===== config.mk =====
export PLATFORM = sky130hd
export DESIGN_NAME = demux_rr_dispatch_flat
export DESIGN_NICKNAME = d
export VERILOG_FILES = /design/src/rtl/demux_rr_dispatch_if.sv /design/src/rtl/demux_rr_dispatch.sv /design/src/flat_wrapper.sv
export SDC_FILE = /design/constraint.sdc
export NUM_CORES = 1
export LEC_CHECK = 0
export ABC_CLOCK_PERIOD_IN_PS = 4400
export CORE_MARGIN = 10
export CORE_UTILIZATION = 61
export CTS_BUF_LIST = sky130_fd_sc_hd__clkbuf_8
export DETAILED_ROUTE_END_ITERATION = 12
export DONT_BUFFER_PORTS = 1
export GPL_TIMING_DRIVEN = 0
export MAX_ROUTING_LAYER = met4
export PLACE_DENSITY_LB_ADDON = 0.08
export SETUP_SLACK_MARGIN = 0.4
export SKIP_LAST_GASP = 1
export SLEW_MARGIN = 20
export SYNTH_ARGS = -nofsm -noshare
export SYNTH_HDL_FRONTEND = slang
export SYNTH_HIERARCHICAL = 1
export SYNTH_SLANG_ARGS = --single-unit

===== constraint.sdc =====
create_clock -name clk -period 4.4 [get_ports clk]
set_clock_uncertainty 0.2 [all_clocks]
set_input_delay 0.66 -clock clk [delete_from_list [all_inputs] [get_ports clk]]
set_output_delay 0.66 -clock clk [all_outputs]
set_load 0.005 [all_outputs]

===== src/rtl/demux_rr_dispatch_if.sv =====
// Handshake bundle between the round-robin dispatcher and its producer/consumers.
// The slave view belongs to the dispatcher; the master view belongs to the environment.
interface demux_rr_dispatch_if #(
    parameter int DATA_W = 8,
    parameter int N_OUT  = 2,
    parameter int SEL_W  = 1,
    parameter int CNT_W  = 16
);
    logic [DATA_W-1:0]       in_data;
    logic                    in_valid;
    logic                    in_ready;
    logic [N_OUT*DATA_W-1:0] out_data;
    logic [N_OUT-1:0]        out_valid;
    logic [N_OUT-1:0]        out_ready;
    logic [SEL_W-1:0]        s;
    logic [CNT_W-1:0]        dispatched;

    modport master (
        output in_data, in_valid, out_ready,
        input  in_ready, out_data, out_valid, s, dispatched
    );

    modport slave (
        input  in_data, in_valid, out_ready,
        output in_ready, out_data, out_valid, s, dispatched
    );
endinterface


===== src/rtl/demux_rr_dispatch.sv =====
// Round-robin dispatcher: steers a single valid/ready stream into N_OUT one-entry
// channel buffers in strict order, exporting the select pointer and a word counter.
module demux_rr_chan #(
    parameter int DATA_W = 8
) (
    input  logic              clk,
    input  logic              rst_n,
    input  logic              clr,
    input  logic              load,
    input  logic              unload,
    input  logic [DATA_W-1:0] din,
    output logic [DATA_W-1:0] dout,
    output logic              full
);
    // Load wins over unload so a same-cycle swap keeps the buffer full.
    always_ff @(posedge clk or negedge rst_n) begin
        if (!rst_n) begin
            full <= 1'b0;
            dout <= '0;
        end else if (clr) begin
            full <= 1'b0;
            dout <= '0;
        end else if (load) begin
            full <= 1'b1;
            dout <= din;
        end else if (unload) begin
            full <= 1'b0;
        end
    end
endmodule

module demux_rr_dispatch #(
    parameter int DATA_W = 8,
    parameter int N_OUT  = 2,
    parameter int SEL_W  = 1,
    parameter int CNT_W  = 16
) (
    input  logic                 clk,
    input  logic                 rst_n,
    input  logic                 clr,
    demux_rr_dispatch_if.slave   bus
);
    logic [SEL_W-1:0]             s_q;
    logic [CNT_W-1:0]             cnt_q;
    logic [N_OUT-1:0]             sel_oh;
    logic [N_OUT-1:0]             full;
    logic [N_OUT-1:0]             load;
    logic [N_OUT-1:0]             unload;
    logic [N_OUT-1:0][DATA_W-1:0] word_q;
    logic                         tgt_open;
    logic                         in_xfer;

    for (genvar k = 0; k < N_OUT; k++) begin : g_ch
        assign sel_oh[k] = (s_q == SEL_W'(k));
        assign load[k]   = in_xfer & sel_oh[k];
        assign unload[k] = full[k] & bus.out_ready[k];

        demux_rr_chan #(.DATA_W(DATA_W)) u_chan (
            .clk    (clk),
            .rst_n  (rst_n),
            .clr    (clr),
            .load   (load[k]),
            .unload (unload[k]),
            .din    (bus.in_data),
            .dout   (word_q[k]),
            .full   (full[k])
        );
    end

    // Only the current target matters: no skipping past a stalled channel.
    assign tgt_open     = |(sel_oh & (~full | bus.out_ready));
    assign bus.in_ready = !clr & rst_n & tgt_open;
    assign in_xfer      = bus.in_valid & bus.in_ready;

    assign bus.out_data   = word_q;
    assign bus.out_valid  = full;
    assign bus.s          = s_q;
    assign bus.dispatched = cnt_q;

    always_ff @(posedge clk or negedge rst_n) begin
        if (!rst_n) begin
            s_q   <= '0;
            cnt_q <= '0;
        end else if (clr) begin
            s_q   <= '0;
            cnt_q <= '0;
        end else if (in_xfer) begin
            s_q   <= (s_q == SEL_W'(N_OUT - 1)) ? '0 : s_q + 1'b1;
            cnt_q <= cnt_q + 1'b1;
        end
    end
endmodule


===== src/flat_wrapper.sv =====
// flat-port wrapper written by rule: the top's interface ports become plain ports
module demux_rr_dispatch_flat 
#(
    parameter int DATA_W = 8,
    parameter int N_OUT  = 2,
    parameter int SEL_W  = 1,
    parameter int CNT_W  = 16
)
  (clk, rst_n, clr, bus_in_data, bus_in_valid, bus_out_ready, bus_in_ready, bus_out_data, bus_out_valid, bus_s, bus_dispatched);
  demux_rr_dispatch_if #(.DATA_W(DATA_W), .N_OUT(N_OUT), .SEL_W(SEL_W), .CNT_W(CNT_W)) bus_i ();
  input  logic clk;
  input  logic rst_n;
  input  logic clr;
  input wire logic [$bits(bus_i.in_data)-1:0] bus_in_data;
  input wire logic [$bits(bus_i.in_valid)-1:0] bus_in_valid;
  input wire logic [$bits(bus_i.out_ready)-1:0] bus_out_ready;
  output wire logic [$bits(bus_i.in_ready)-1:0] bus_in_ready;
  output wire logic [$bits(bus_i.out_data)-1:0] bus_out_data;
  output wire logic [$bits(bus_i.out_valid)-1:0] bus_out_valid;
  output wire logic [$bits(bus_i.s)-1:0] bus_s;
  output wire logic [$bits(bus_i.dispatched)-1:0] bus_dispatched;
  assign bus_i.in_data = bus_in_data;
  assign bus_i.in_valid = bus_in_valid;
  assign bus_i.out_ready = bus_out_ready;
  assign bus_in_ready = bus_i.in_ready;
  assign bus_out_data = bus_i.out_data;
  assign bus_out_valid = bus_i.out_valid;
  assign bus_s = bus_i.s;
  assign bus_dispatched = bus_i.dispatched;
  demux_rr_dispatch #(.DATA_W(DATA_W), .N_OUT(N_OUT), .SEL_W(SEL_W), .CNT_W(CNT_W)) u_core (.clk(clk), .rst_n(rst_n), .clr(clr), .bus(bus_i));
endmodule

* Word level (Yosys, flattened, before mapping)
Cells that the tools add are included.
Storage, ports and cells: flip-flop bits (word level) 35, output and inout bits 36, logic and storage cells 41
Cells by class: add/subtract/negate cells 2, mux-type cells 15, bitwise logic cells 11, reductions and logical operators 7
Operators with widths (number):
- 2-to-1 mux 16 bit | 2
- 2-to-1 mux 8 bit | 4
- adder 16 x 1 -> 16 bit, second input constant | 1
- 2-to-1 mux 1 bit | 9
- bitwise AND 1 bit | 7
- nonzero test 2 bit | 3
- nonzero test 3 bit | 2
- bitwise AND 2 bit | 1
- inverter 2 bit | 1
- bitwise OR 2 bit | 1
- OR reduction 2 bit | 1
- adder 1 bit, second input constant | 1
- logical NOT 1 bit | 1
- inverter 1 bit | 1

* Longest topological paths before layout
Gate-level depths: netlist of the first run.
depth in word-level cells 9, gate-level depth with buffers 8, mapped depth without buffers 6

* Cells and area by module
Netlist of the first run, hierarchy kept.
By module, submodules not included:
- demux_rr_dispatch | times used 1, cells an instance 107, area an instance 999.7 sq um
- demux_rr_chan | times used 2, cells an instance 30, area an instance 366.6 sq um

* Worst setup path before layout of the first run
OpenSTA, ideal clock, no wires.
path type input port to output port, from in bus_out_ready[0], to out bus_in_ready, arrival 1.352 ns, data required time 3.540 ns, setup slack 2.188 ns, cell stages on the path 4, path through or3b_1 nand3_1 buf_6 inv_1
Between the ends: cells in the longest elaborated chain, start to end 4
Ends and longest elaborated chain:
- start: declaration | line flat_wrapper.sv:16 | input wire logic [$bits(bus_i.out_ready)-1:0] bus_out_ready;
- bitwise OR 2 bit | line demux_rr_dispatch.sv:71 | assign tgt_open = |(sel_oh & (~full | bus.out_ready));
- bitwise AND 2 bit | line demux_rr_dispatch.sv:71
- OR reduction 2 bit | line demux_rr_dispatch.sv:71
- bitwise AND 1 bit | line demux_rr_dispatch.sv:72 | assign bus.in_ready = !clr & rst_n & tgt_open;
- end: declaration | line flat_wrapper.sv:17 | output wire logic [$bits(bus_i.in_ready)-1:0] bus_in_ready;
Every way passes these cells.

* Worst setup path after layout of the first run
from reg u_core.s_q (netlist: u_core/bus.s), to out bus_in_ready
Between the ends: cells in the longest elaborated chain, start to end 4
Ends and longest elaborated chain:
- start: declaration | line demux_rr_dispatch.sv:43 | logic [SEL_W-1:0] s_q;
- start signal: assignment | line demux_rr_dispatch.sv:88 | s_q <= (s_q == SEL_W'(N_OUT - 1)) ? '0 : s_q + 1'b1;
- inverter 1 bit | line demux_rr_dispatch.sv:54 | assign sel_oh[k] = (s_q == SEL_W'(k));
- bitwise AND 2 bit (*) | line demux_rr_dispatch.sv:71
- OR reduction 2 bit (*) | line demux_rr_dispatch.sv:71
- bitwise AND 1 bit (*) | line demux_rr_dispatch.sv:72
Mark *: on every way between the ends. The rest lies on a longest branch, timed or not.

==> results of run 1 <==
## Yosys cell counts (2+ instances only)
cell type,number,area (um^2)
sky130_fd_sc_hd__dfrtp_1,35,876
sky130_fd_sc_hd__nor2_1,20,75.1
sky130_fd_sc_hd__mux2i_1,17,170
sky130_fd_sc_hd__a21oi_1,13,65.1
sky130_fd_sc_hd__nand2_1,8,30.0
sky130_fd_sc_hd__o21ai_0,7,35.0
sky130_fd_sc_hd__inv_1,5,18.8
sky130_fd_sc_hd__nand3_1,5,25.0
sky130_fd_sc_hd__nand4_1,5,31.3
sky130_fd_sc_hd__or3_1,5,31.3
sky130_fd_sc_hd__and2_1,4,25.0
sky130_fd_sc_hd__and3_1,4,25.0
sky130_fd_sc_hd__buf_6,4,45.0
sky130_fd_sc_hd__nand3b_1,4,30.0
sky130_fd_sc_hd__nand2b_1,3,18.8
sky130_fd_sc_hd__nor2b_1,3,18.8
sky130_fd_sc_hd__o31ai_1,3,22.5
sky130_fd_sc_hd__and4_1,2,17.5
sky130_fd_sc_hd__clkbuf_2,2,10.0
sky130_fd_sc_hd__mux2_2,2,22.5
sky130_fd_sc_hd__or4_1,2,15.0
## layer usage
metal	global-route usage (%)	vias up	share of wire (%)
met4	6.00	0	1.5
met5	-	-	0
li1	-	607	-
met3	8.88	8	13
met2	22.3	57	43
met1	19.3	592	42
## state kept, by name (all words and copies together) (netlist names)
signal	cells
u_core/bus.dispatched	16
u_core/bus.s	1
u_core/g_ch.u_chan/dout	16
u_core/g_ch.u_chan/full	2
## critical path, stage by stage, from the launching register on
cell and delay, ps:
sky130_fd_sc_hd__dfrtp_1 460, sky130_fd_sc_hd__or3b_1 440, sky130_fd_sc_hd__nand3_1 120, sky130_fd_sc_hd__buf_6 140, sky130_fd_sc_hd__inv_1 150
## area by class of cell
| type | instances | area (um^2) |
|---|---|---|
| Buffer | 9 | 82.6 |
| Clock buffer | 5 | 68.8 |
| Clock inverter | 3 | 20.0 |
| Fill cell | 207 | 843 |
| Inverter | 5 | 18.8 |
| Multi-Input combinational cell | 118 | 756 |
| Sequential cell | 35 | 876 |
| Tap cell | 31 | 38.8 |
| Timing Repair Buffer | 2 | 30.0 |
## worst paths after layout
| kind | startpoint | end | depth (start not counted) |
|---|---|---|---|
| max in group asynchronous | rst_n | u_core/bus.dispatched[0] | 2 |
| worst min-delay path | bus_in_valid | u_core/bus.dispatched[1] | 2 |
| min in group asynchronous | rst_n | u_core/g_ch[0].u_chan/full | 2 |
| worst max register to register | u_core/bus.s | u_core/g_ch[1].u_chan/dout[1] | 8 |
| worst max-delay path | u_core/bus.s | bus_in_ready | 4 |
| worst min register to register | u_core/bus.dispatched[9] | u_core/bus.dispatched[9] | 1 |
## stage by stage
| stage | worst slack (ps) | std cells |
|---|---|---|
| 2_1_floorplan | 2190 | 167 |
| 3_3_place_gp | 2020 | 198 |
| 3_5_place_dp | 2010 | 198 |
| 4_1_cts | 1920 | 208 |
| 5_1_grt | 1840 | 208 |
| 6_report | 1940 | 208 |
## power by group
part,switching (W),total [W],internal (W),leakage [nW]
Combinational,0.0000234,0.0000379,0.0000145,0.284
Clock,0.000121,0.000232,0.000110,0.0402
Sequential,0.00000634,0.000333,0.000327,0.486
Total,0.000151,0.000602,0.000451,0.810
## cell families (layout without fill, tap and decap cells)
logic type               count (synthesis)  after routing  synth area share (%)
AND/OR/NAND/NOR                         72             72                  23.0
flip-flops                              35             35                  50.5
buffers and inverters                   14             24                  5.85
adder cells (fa/ha/maj)                  1              1                 0.722
AO/OA/AOI/OAI                           25             25                  8.23
XOR/XNOR                                 1              1                 0.506
multiplexers                            19             19                  11.1
## timing repair
item,in CTS,in global routing
setup buffers,0,0
setup endpoints to repair,0,0
endpoints found under the hold margin,35,0
hold buffers,2,0
==> impl_metrics.xml, run 1 <==
<?xml version="1.0" encoding="UTF-8"?>
<metrics>
  <group name="yosys">
    <metric name="postSynthAreaPerCell" unit="um^2">10.4</metric>
    <metric name="dominant_register_cell_in_the_synthesized_netlist" unit="">sky130_fd_sc_hd__dfrtp_1</metric>
    <metric name="synth_nets" unit="">182</metric>
    <metric name="synth_enable_flop_cells" unit="">0</metric>
    <metric name="synth.ff_latch_count" unit="">35</metric>
    <metric name="synth_cell_type_count" unit="">35</metric>
    <metric name="netlist_instances" unit="">167</metric>
    <metric name="ys_seq_area_share" unit="%">50.5</metric>
    <metric name="synthesis.yosys.warnings" unit="">6</metric>
    <metric name="mappedNetlistArea" unit="um^2">1730</metric>
    <metric name="async_flop_share" unit="%">100</metric>
  </group>
  <group name="die">
    <metric name="rows" unit="">19</metric>
    <metric name="effective_utilization_at_floorplan" unit="%">63.4</metric>
    <metric name="top_level_ports" unit="">50</metric>
    <metric name="die-width" unit="um">73.3</metric>
    <metric name="total_die_area" unit="um^2">5370</metric>
    <metric name="design.core.area" unit="um^2">2730</metric>
    <metric name="dieHeight" unit="um">73.3</metric>
  </group>
  <group name="cts">
    <metric name="tritoncts" unit="">built</metric>
    <metric name="ctsHtreeMaxLevel" unit="">2</metric>
    <metric name="clock_latency" unit="ps">290</metric>
    <metric name="cts.repair.resized" unit="">0</metric>
    <metric name="clockRootBuffer" unit="">sky130_fd_sc_hd__clkbuf_8</metric>
    <metric name="clkSinkCount" unit="">35</metric>
    <metric name="cts-buffers-inserted" unit="">5</metric>
    <metric name="clock_transition_time_at_the_flip_flop_clock_pins_of_the_worst_setup_and_hold_paths" unit="ps">70</metric>
    <metric name="buffer_depth_of_the_longest_clock_path" unit="">2</metric>
  </group>
  <group name="critical_path">
    <metric name="cp_capture_type" unit="">output pin</metric>
    <metric name="worst_setup_path_start_kind" unit="">register</metric>
    <metric name="critPathKind" unit="">register to output pin</metric>
    <metric name="required_time_worst_endpoint" unit="ps">3540</metric>
    <metric name="worstPathArrival" unit="ps">1600</metric>
    <metric name="crit_path_max_fanout" unit="">10</metric>
    <metric name="setup.reg_to_reg.worst_slack" unit="ps">2170</metric>
  </group>
  <group name="timing">
    <metric name="finalCritPeriodShare" unit="%">56.0</metric>
    <metric name="grt_setup_unrepaired" unit="">false</metric>
    <metric name="slew-limit-headroom" unit="%">74.7</metric>
    <metric name="maxClockFrequency" unit="GHz">0.406</metric>
    <metric name="setup_total_negative_slack" unit="ps">0</metric>
    <metric name="finalWorstPathRequiredPeriod" unit="ps">2460</metric>
    <metric name="setup_violations" unit="">0</metric>
    <metric name="finalHoldViolations" unit="">0</metric>
    <metric name="final.hold.worst_slack" unit="ps">323</metric>
    <metric name="slew_at_the_pin_closest_to_its_max_slew_limit" unit="ps">379</metric>
    <metric name="timing.final.max_slew_violations" unit="">0</metric>
  </group>
  <group name="global_route">
    <metric name="antenna_found_initial" unit="">0</metric>
    <metric name="global_route_wire_length_before_repair" unit="um">6580</metric>
    <metric name="via_count_of_the_first_global_routing_pass" unit="">1268</metric>
    <metric name="grt_start_max_net_pins" unit="">36</metric>
    <metric name="grt-ovfl-total" unit="">0</metric>
    <metric name="global_route.usage.total" unit="%">16.2</metric>
  </group>
  <group name="place">
    <metric name="finalWeightedCongestion" unit="">0.810</metric>
    <metric name="port_buffers" unit="">0</metric>
    <metric name="hpwl" unit="um">2890</metric>
    <metric name="dpl-instance-area" unit="um^2">1770</metric>
  </group>
  <group name="route">
    <metric name="remaining_drc_errors" unit="">0</metric>
    <metric name="detail_route.wirelength" unit="um">4090</metric>
    <metric name="vias_per_cell" unit="">6.08</metric>
    <metric name="per_cell_routed_wire_length" unit="um">19.6</metric>
    <metric name="detail-route-antenna-nets" unit="">0</metric>
    <metric name="drtIter0Drc" unit="">178</metric>
    <metric name="vias" unit="">1264</metric>
    <metric name="drt_first_pass_iters" unit="">4</metric>
  </group>
  <group name="flow_run">
    <metric name="max_cap_viol_count" unit="">0</metric>
  </group>
  <group name="pwr">
    <metric name="leakage" unit="nW">0.810</metric>
    <metric name="p_per_area" unit="nW/um^2">319</metric>
    <metric name="irDropWorstVdd" unit="V">0.000307</metric>
    <metric name="power.total" unit="W">0.000602</metric>
  </group>
  <group name="cells_and_area">
    <metric name="postLayoutCellArea" unit="um^2">1890</metric>
    <metric name="layout.core_utilization" unit="%">69.2</metric>
    <metric name="most_common_cell_after_layout_fill_and_taps_aside" unit="">sky130_fd_sc_hd__dfrtp_1</metric>
    <metric name="drive_above_1_share" unit="%">13.0</metric>
    <metric name="design.final.nets" unit="">191</metric>
    <metric name="area_grow_syn2layout" unit="%">9.10</metric>
    <metric name="most_used_cells_in_the_layout_excluding_fill_and_tap_cells" unit="">sky130_fd_sc_hd__dfrtp_1, sky130_fd_sc_hd__nor2_1, sky130_fd_sc_hd__mux2i_1</metric>
    <metric name="n_antenna_cell" unit="">0</metric>
  </group>
  <group name="worst_hold_path">
    <metric name="worst_hold_path_type" unit="">input pin to register</metric>
  </group>
  <group name="run_status">
    <metric name="status" unit="">finished, final reports clean</metric>
  </group>
</metrics>
No activity file was read; power rests on OpenSTA's default activity.
==> run 2, diff against run 1 <==
--- a/config.mk
+++ b/config.mk
@@ -5,9 +5,9 @@
 export SDC_FILE = /design/constraint.sdc
 export NUM_CORES = 1
 export LEC_CHECK = 0
-export ABC_CLOCK_PERIOD_IN_PS = 4400
+export ABC_CLOCK_PERIOD_IN_PS = 2070
 export CORE_MARGIN = 10
-export CORE_UTILIZATION = 61
+export CORE_UTILIZATION = 59
 export CTS_BUF_LIST = sky130_fd_sc_hd__clkbuf_8
 export DETAILED_ROUTE_END_ITERATION = 12
 export DONT_BUFFER_PORTS = 1
==> constraint.sdc (replaced) <==
create_clock -name clk -period 2.07 [get_ports clk]
set_clock_uncertainty 0.2 [all_clocks]
set_input_delay 0.3105 -clock clk [delete_from_list [all_inputs] [get_ports clk]]
set_output_delay 0.3105 -clock clk [all_outputs]
set_load 0.005 [all_outputs]
==> impl_metrics.xml, run 2 (synthesis results as in run 1) <==
<?xml version="1.0" encoding="UTF-8"?>
<metrics>
  <group name="run_status">
    <metric name="status" unit="">finished, final reports clean</metric>
  </group>
  <group name="critical_path">
    <metric name="worst_path_max_delay_cell" unit="">sky130_fd_sc_hd__dfrtp_2</metric>
    <metric name="timing.critical_path.buf_inv" unit="">3</metric>
    <metric name="worstPathArrival" unit="ps">1960</metric>
    <metric name="critPathKind" unit="">register to register</metric>
    <metric name="cp_capture_type" unit="">register</metric>
    <metric name="worst_path_dominant_cell_family" unit="">simple AND/OR/NAND/NOR gates</metric>
    <metric name="crit_path_max_fanout" unit="">9</metric>
    <metric name="crit_path_cell_trace" unit="">or3b_4 -&gt; nand3_4 -&gt; buf_6 -&gt; inv_6 -&gt; and3_4 -&gt; buf_12 -&gt; mux2i_1 -&gt; nor2_1</metric>
    <metric name="worst_setup_path_start_kind" unit="">register</metric>
    <metric name="critical-path-max-stage-delay" unit="ps">460</metric>
    <metric name="required_time_worst_endpoint" unit="ps">2030</metric>
  </group>
  <group name="die">
    <metric name="design.core.area" unit="um^2">2780</metric>
    <metric name="total_die_area" unit="um^2">5500</metric>
    <metric name="top_level_ports" unit="">50</metric>
    <metric name="dieHeight" unit="um">74.2</metric>
    <metric name="die-width" unit="um">74.2</metric>
    <metric name="rows" unit="">19</metric>
    <metric name="effective_utilization_at_floorplan" unit="%">62.3</metric>
  </group>
  <group name="flow_run">
    <metric name="max_cap_viol_count" unit="">0</metric>
  </group>
  <group name="cts">
    <metric name="ctsHtreeMaxLevel" unit="">2</metric>
    <metric name="buffer_depth_of_the_longest_clock_path" unit="">2</metric>
    <metric name="clock_latency" unit="ps">280</metric>
    <metric name="clockRootBuffer" unit="">sky130_fd_sc_hd__clkbuf_8</metric>
    <metric name="tritoncts" unit="">built</metric>
    <metric name="clkSinkCount" unit="">35</metric>
    <metric name="cts-buffers-inserted" unit="">5</metric>
    <metric name="clock_transition_time_at_the_flip_flop_clock_pins_of_the_worst_setup_and_hold_paths" unit="ps">70</metric>
  </group>
  <group name="timing">
    <metric name="slew_at_the_pin_closest_to_its_max_slew_limit" unit="ps">430</metric>
    <metric name="maxClockFrequency" unit="GHz">0.500</metric>
    <metric name="setup_violations" unit="">0</metric>
    <metric name="finalWorstPathRequiredPeriod" unit="ps">2000</metric>
    <metric name="finalCritPeriodShare" unit="%">96.5</metric>
    <metric name="grt_setup_unrepaired" unit="">true</metric>
    <metric name="slew-limit-headroom" unit="%">71.3</metric>
    <metric name="final.hold.worst_slack" unit="ps">15.2</metric>
    <metric name="finalHoldViolations" unit="">0</metric>
    <metric name="timing.final.max_slew_violations" unit="">0</metric>
  </group>
  <group name="route">
    <metric name="drt_first_pass_iters" unit="">4</metric>
    <metric name="vias" unit="">1484</metric>
    <metric name="vias_per_cell" unit="">6.37</metric>
    <metric name="detail-route-antenna-nets" unit="">0</metric>
    <metric name="remaining_drc_errors" unit="">0</metric>
    <metric name="per_cell_routed_wire_length" unit="um">21.4</metric>
    <metric name="detail_route.wirelength" unit="um">4980</metric>
    <metric name="drtIter0Drc" unit="">105</metric>
  </group>
  <group name="cells_and_area">
    <metric name="final_cell_count_no_fill" unit="">233</metric>
    <metric name="most_used_cells_in_the_layout_excluding_fill_and_tap_cells" unit="">sky130_fd_sc_hd__dfrtp_1, sky130_fd_sc_hd__nor2_1, sky130_fd_sc_hd__mux2i_1</metric>
    <metric name="n_antenna_cell" unit="">0</metric>
    <metric name="drive_above_1_share" unit="%">29.7</metric>
    <metric name="layout.core_utilization" unit="%">80.5</metric>
    <metric name="area_grow_syn2layout" unit="%">29.2</metric>
    <metric name="design.final.nets" unit="">216</metric>
    <metric name="most_common_cell_after_layout_fill_and_taps_aside" unit="">sky130_fd_sc_hd__dfrtp_1</metric>
    <metric name="fill_cell_total_of_the_finished_layout" unit="">165</metric>
  </group>
  <group name="pwr">
    <metric name="power.total" unit="W">0.00129</metric>
    <metric name="power.net_switching" unit="W">0.000308</metric>
    <metric name="power_switching_share" unit="%">23.9</metric>
    <metric name="leakage" unit="nW">0.977</metric>
    <metric name="pwr-share-clk" unit="%">35.4</metric>
    <metric name="pwr-share-comb" unit="%">9.5</metric>
    <metric name="irDropWorstVdd" unit="V">0.000628</metric>
    <metric name="p_per_area" unit="nW/um^2">575</metric>
    <metric name="internal_power" unit="W">0.000980</metric>
    <metric name="power.share.sequential" unit="%">55.2</metric>
  </group>
  <group name="global_route">
    <metric name="grt_start_max_net_pins" unit="">36</metric>
    <metric name="global_route.usage.total" unit="%">18.5</metric>
    <metric name="grt-ovfl-total" unit="">0</metric>
    <metric name="gr_met2_demand_resource" unit="%">29.4</metric>
    <metric name="antenna_found_initial" unit="">0</metric>
    <metric name="global_route.peak_usage_layer" unit="">met2</metric>
    <metric name="grt.met1_usage" unit="%">19.5</metric>
    <metric name="global_route_wire_length_before_repair" unit="um">7690</metric>
    <metric name="grtUsageMet3" unit="%">9.18</metric>
    <metric name="via_count_of_the_first_global_routing_pass" unit="">1541</metric>
  </group>
  <group name="place">
    <metric name="placedCellCount" unit="">198</metric>
    <metric name="finalWeightedCongestion" unit="">0.809</metric>
    <metric name="port_buffers" unit="">0</metric>
    <metric name="hpwl" unit="um">3090</metric>
  </group>
  <group name="worst_hold_path">
    <metric name="worst_hold_path_type" unit="">input pin to register</metric>
  </group>
</metrics>
==> run 2: timing repair <==
action,4_1_cts,5_1_grt
hold endpoints to repair,44,2
cloned,1,0
resized for setup,17,20
hold buffers,9,2
setup endpoints to repair,33,36
setup buffers,12,3
pin swaps,15,14
==> run 2: stage by stage <==
| step | setup slack, ps | TNS, ps | area (um^2) |
|---|---|---|---|
| floorplan | 210 | 0 | 1760 |
| global placement | 69.5 | 0 | 1800 |
| detailed placement | 32.6 | 0 | 1800 |
| CTS | 89.3 | 0 | 2130 |
| global route | -9.97 | -19.4 | 2240 |
| finish | 71.6 | 0 | 2240 |
==> run 2: area by class of cell <==
cell class	instances	area [um^2]	area share, %
Timing Repair Buffer	27	270	12.1
Inverter	5	23.8	1.06
Multi-Input combinational cell	118	846	37.8
Clock inverter	3	12.5	0.559
Buffer	9	97.6	4.36
Sequential cell	35	882	39.4
Tap cell	31	38.8	1.73
Clock buffer	5	68.8	3.07
==> run 2: worst register-to-register path: stages (launching register included) <==
cell and delay, ps:
sky130_fd_sc_hd__dfrtp_2 460, sky130_fd_sc_hd__or3b_4 430, sky130_fd_sc_hd__nand3_4 90, sky130_fd_sc_hd__buf_6 140
sky130_fd_sc_hd__inv_6 50, sky130_fd_sc_hd__and3_4 170, sky130_fd_sc_hd__buf_12 140, sky130_fd_sc_hd__mux2i_1 150
sky130_fd_sc_hd__nor2_1 60
==> run 2: worst paths after layout <==
| kind | from | end | slack (ps) | depth (start not counted) |
|---|---|---|---|---|
| setup / recovery | u_core/bus.s | u_core/g_ch[1].u_chan/dout[3] | 70 | 8 |
| hold / removal | bus_in_data[5] | u_core/g_ch[0].u_chan/dout[5] | 20 | 2 |
| setup reg to reg | u_core/bus.s | u_core/g_ch[1].u_chan/dout[3] | 70 | 8 |
| hold reg to reg | u_core/bus.dispatched[0] | u_core/bus.dispatched[0] | 350 | 1 |
| max in group asynchronous | rst_n | u_core/bus.s | 1180 | 2 |
| min in group asynchronous | rst_n | u_core/bus.dispatched[4] | 290 | 2 |
==> run 2: metal layers <==
metal | wire (um) | share of wire (%) | up-vias
li1 | - | - | 658
met1 | 1860 | 37 | 739
met2 | 2540 | 51 | 78
met3 | 515 | 10 | 9
met4 | 59 | 1.2 | 0
met5 | 0 | 0 | -
==> run 2: power by group through the flow <==
stage | clock (W) | sequential, W | combinational (W)
finish | 0.000456 | 0.000710 | 0.000122
CTS | 0.000466 | 0.000710 | 0.000111
global placement | 0 | 0.000722 | 0.0000624
floorplan | 0 | 0.000717 | 0.0000521
global route | 0.000495 | 0.000712 | 0.000132
detailed placement | 0 | 0.000722 | 0.0000648
==> run 3, diff against run 2 <==
--- a/config.mk
+++ b/config.mk
@@ -14,6 +14,7 @@
 export GPL_TIMING_DRIVEN = 0
 export MAX_ROUTING_LAYER = met4
 export PLACE_DENSITY_LB_ADDON = 0.08
+export REMOVE_ABC_BUFFERS = 1
 export SETUP_SLACK_MARGIN = 0.4
 export SKIP_LAST_GASP = 1
 export SLEW_MARGIN = 20
==> impl_metrics.xml, run 3 (synthesis results as in run 1) <==
<?xml version="1.0" encoding="UTF-8"?>
<metrics>
  <group name="run_status">
    <metric name="status" unit="">finished with violations</metric>
    <metric name="failed_checks" unit="">hold timing, setup timing</metric>
  </group>
  <group name="cells_and_area">
    <metric name="area_grow_syn2layout" unit="%">22.2</metric>
    <metric name="most_common_cell_after_layout_fill_and_taps_aside" unit="">sky130_fd_sc_hd__dfrtp_1</metric>
    <metric name="design.final.nets" unit="">199</metric>
    <metric name="final_cell_count_no_fill" unit="">216</metric>
    <metric name="layout.core_utilization" unit="%">76.1</metric>
    <metric name="fill_cell_total_of_the_finished_layout" unit="">177</metric>
    <metric name="most_used_cells_in_the_layout_excluding_fill_and_tap_cells" unit="">sky130_fd_sc_hd__dfrtp_1, sky130_fd_sc_hd__nor2_1, sky130_fd_sc_hd__mux2i_1</metric>
    <metric name="postLayoutCellArea" unit="um^2">2120</metric>
    <metric name="n_antenna_cell" unit="">0</metric>
    <metric name="drive_above_1_share" unit="%">30.8</metric>
  </group>
  <group name="critical_path">
    <metric name="setup.reg_to_reg.worst_slack" unit="ps">-1</metric>
    <metric name="critPathKind" unit="">register to register</metric>
    <metric name="worstPathArrival" unit="ps">2050</metric>
    <metric name="crit_path_max_fanout" unit="">7</metric>
    <metric name="crit-reg2reg-capture" unit="">u_core/g_ch[0].u_chan/dout[6]</metric>
    <metric name="timing.rr.start" unit="">u_core/bus.s</metric>
    <metric name="timing.reg2reg.worst_path_depth" unit="">8</metric>
    <metric name="worst_setup_path_start_kind" unit="">register</metric>
    <metric name="cp_capture_type" unit="">register</metric>
    <metric name="required_time_worst_endpoint" unit="ps">2050</metric>
  </group>
  <group name="timing">
    <metric name="slew-limit-headroom" unit="%">75.5</metric>
    <metric name="final.setup.worst_slack" unit="ps">-1.13</metric>
    <metric name="maxClockFrequency" unit="GHz">0.483</metric>
    <metric name="finalWorstPathRequiredPeriod" unit="ps">2070</metric>
    <metric name="slew_at_the_pin_closest_to_its_max_slew_limit" unit="ps">367</metric>
    <metric name="timing.final.max_slew_violations" unit="">0</metric>
    <metric name="setup_total_negative_slack" unit="ps">-1.13</metric>
    <metric name="final.hold.worst_slack" unit="ps">-133</metric>
    <metric name="grt_setup_unrepaired" unit="">true</metric>
    <metric name="finalHoldViolations" unit="">32</metric>
    <metric name="setup_violations" unit="">1</metric>
    <metric name="finalCritPeriodShare" unit="%">100</metric>
  </group>
  <group name="global_route">
    <metric name="global_route_wire_length_before_repair" unit="um">6840</metric>
    <metric name="grt-ovfl-total" unit="">0</metric>
    <metric name="grt_start_max_net_pins" unit="">39</metric>
    <metric name="via_count_of_the_first_global_routing_pass" unit="">1304</metric>
    <metric name="global_route.usage.total" unit="%">16.8</metric>
    <metric name="antenna_found_initial" unit="">0</metric>
  </group>
  <group name="pwr">
    <metric name="power.share.sequential" unit="%">54.5</metric>
    <metric name="leakage" unit="nW">0.868</metric>
    <metric name="power_switching_share" unit="%">25.0</metric>
    <metric name="pwr-share-comb" unit="%">7.6</metric>
    <metric name="p_per_area" unit="nW/um^2">616</metric>
    <metric name="internal_power" unit="W">0.000978</metric>
    <metric name="pwr-share-clk" unit="%">38.0</metric>
    <metric name="power.net_switching" unit="W">0.000325</metric>
    <metric name="irDropWorstVdd" unit="V">0.000564</metric>
  </group>
  <group name="flow_run">
    <metric name="max_cap_viol_count" unit="">0</metric>
  </group>
  <group name="cts">
    <metric name="cts_hold_buffers" unit="">4</metric>
    <metric name="clkSinkCount" unit="">35</metric>
    <metric name="ctsHtreeMaxLevel" unit="">2</metric>
    <metric name="clock_transition_time_at_the_flip_flop_clock_pins_of_the_worst_setup_and_hold_paths" unit="ps">80</metric>
    <metric name="clockRootBuffer" unit="">sky130_fd_sc_hd__clkbuf_8</metric>
    <metric name="tritoncts" unit="">built</metric>
    <metric name="cts-buffers-inserted" unit="">5</metric>
    <metric name="clock_latency" unit="ps">300</metric>
    <metric name="buffer_depth_of_the_longest_clock_path" unit="">2</metric>
  </group>
  <group name="place">
    <metric name="port_buffers" unit="">0</metric>
    <metric name="placedCellCount" unit="">189</metric>
    <metric name="finalWeightedCongestion" unit="">0.858</metric>
    <metric name="hpwl" unit="um">2760</metric>
    <metric name="dpl-instance-area" unit="um^2">1690</metric>
  </group>
  <group name="die">
    <metric name="total_die_area" unit="um^2">5500</metric>
    <metric name="dieHeight" unit="um">74.2</metric>
    <metric name="rows" unit="">19</metric>
    <metric name="top_level_ports" unit="">50</metric>
    <metric name="effective_utilization_at_floorplan" unit="%">62.3</metric>
    <metric name="die-width" unit="um">74.2</metric>
    <metric name="design.core.area" unit="um^2">2780</metric>
  </group>
  <group name="worst_hold_path">
    <metric name="whs_path_depth" unit="">1</metric>
    <metric name="worstHoldStart" unit="">clr</metric>
    <metric name="worst_hold_path_type" unit="">input pin to register</metric>
    <metric name="hold_path_end" unit="">u_core/bus.dispatched[12]</metric>
  </group>
  <group name="route">
    <metric name="detail_route.wirelength" unit="um">4680</metric>
    <metric name="vias_per_cell" unit="">6.42</metric>
    <metric name="vias" unit="">1386</metric>
    <metric name="drtIter0Drc" unit="">163</metric>
    <metric name="per_cell_routed_wire_length" unit="um">21.7</metric>
    <metric name="drt_first_pass_iters" unit="">4</metric>
    <metric name="detail-route-antenna-nets" unit="">0</metric>
    <metric name="remaining_drc_errors" unit="">0</metric>
  </group>
</metrics>
run 3: cell types whose count changed in the layout (fill, tap and decap cells not counted), sizes merged:
cell         previous run  this run
clkbuf                  8         6
dlygate4sd1             1         0
buf                    22        14
inv                     7         4
dlygate4sd3            10         3
clkinvlp                0         3
and3                    5         6
run 3: metal layers:
layer	global-route usage, %	vias to the layer above	share of wire, %
met5	-	-	0
met4	5.59	0	1.9
met3	8.38	13	10
met2	25.1	64	49
met1	19.1	679	39
li1	-	630	-
run 3: what timing repair did:
item,CTS,global route
endpoints found under the hold margin,68,32
pin swaps,12,18
gates cloned,1,1
setup buffers,7,6
gates resized for setup,22,27
setup endpoints to repair,36,36
run 3: metrics by stage:
step / power, W / setup WS [ps]
after floorplan: 0.000750 / -27.7
after global placement: 0.000759 / -372
after detailed placement: 0.000762 / -467
after CTS: 0.00129 / 52.2
after global routing: 0.00135 / -84.3
final: 0.00130 / -1.13
run 3: how the worst max path moves through the flow:
stage | start | endpoint | cells after the start | slack, ps
after detailed placement | u_core/bus.s | u_core/g_ch[0].u_chan/dout[1] | 5 | -470
after global routing | u_core/bus.s | u_core/g_ch[0].u_chan/dout[5] | 8 | -80
after global placement | u_core/bus.s | u_core/g_ch[1].u_chan/dout[2] | 6 | -370
after floorplan | u_core/bus.s | u_core/g_ch[1].u_chan/dout[0] | 6 | -30
after CTS | u_core/bus.s | u_core/g_ch[1].u_chan/dout[2] | 6 | 50
final | u_core/bus.s | u_core/g_ch[0].u_chan/dout[6] | 8 | -1
run 3: final cells by class:
type | instances | area [um^2] | share of cell area [%]
Clock inverter | 3 | 20.0 | 0.946
Tap cell | 31 | 38.8 | 1.83
Timing Repair Buffer | 18 | 206 | 9.75
Clock buffer | 5 | 68.8 | 3.25
Sequential cell | 35 | 882 | 41.7
Multi-Input combinational cell | 119 | 878 | 41.5
Inverter | 5 | 22.5 | 1.06
run 3: worst max-delay path, cell delays in order (launching register included):
cell and delay [ps]:
sky130_fd_sc_hd__dfrtp_2 490, sky130_fd_sc_hd__or3b_4 430, sky130_fd_sc_hd__buf_6 130, sky130_fd_sc_hd__nand4_1 160
sky130_fd_sc_hd__buf_4 150, sky130_fd_sc_hd__nor2_4 40, sky130_fd_sc_hd__buf_6 140, sky130_fd_sc_hd__mux2i_1 160
sky130_fd_sc_hd__nor2_1 60
run 3: power by group through the flow:
| stage | logic [W] | clock network [W] | registers [W] |
|---|---|---|---|
| final | 0.0000988 | 0.000495 | 0.000710 |
| after global routing | 0.000107 | 0.000535 | 0.000712 |
| after CTS | 0.0000773 | 0.000506 | 0.000710 |
| after detailed placement | 0.0000401 | 0 | 0.000722 |
| after global placement | 0.0000379 | 0 | 0.000721 |
| after floorplan | 0.0000326 | 0 | 0.000717 |
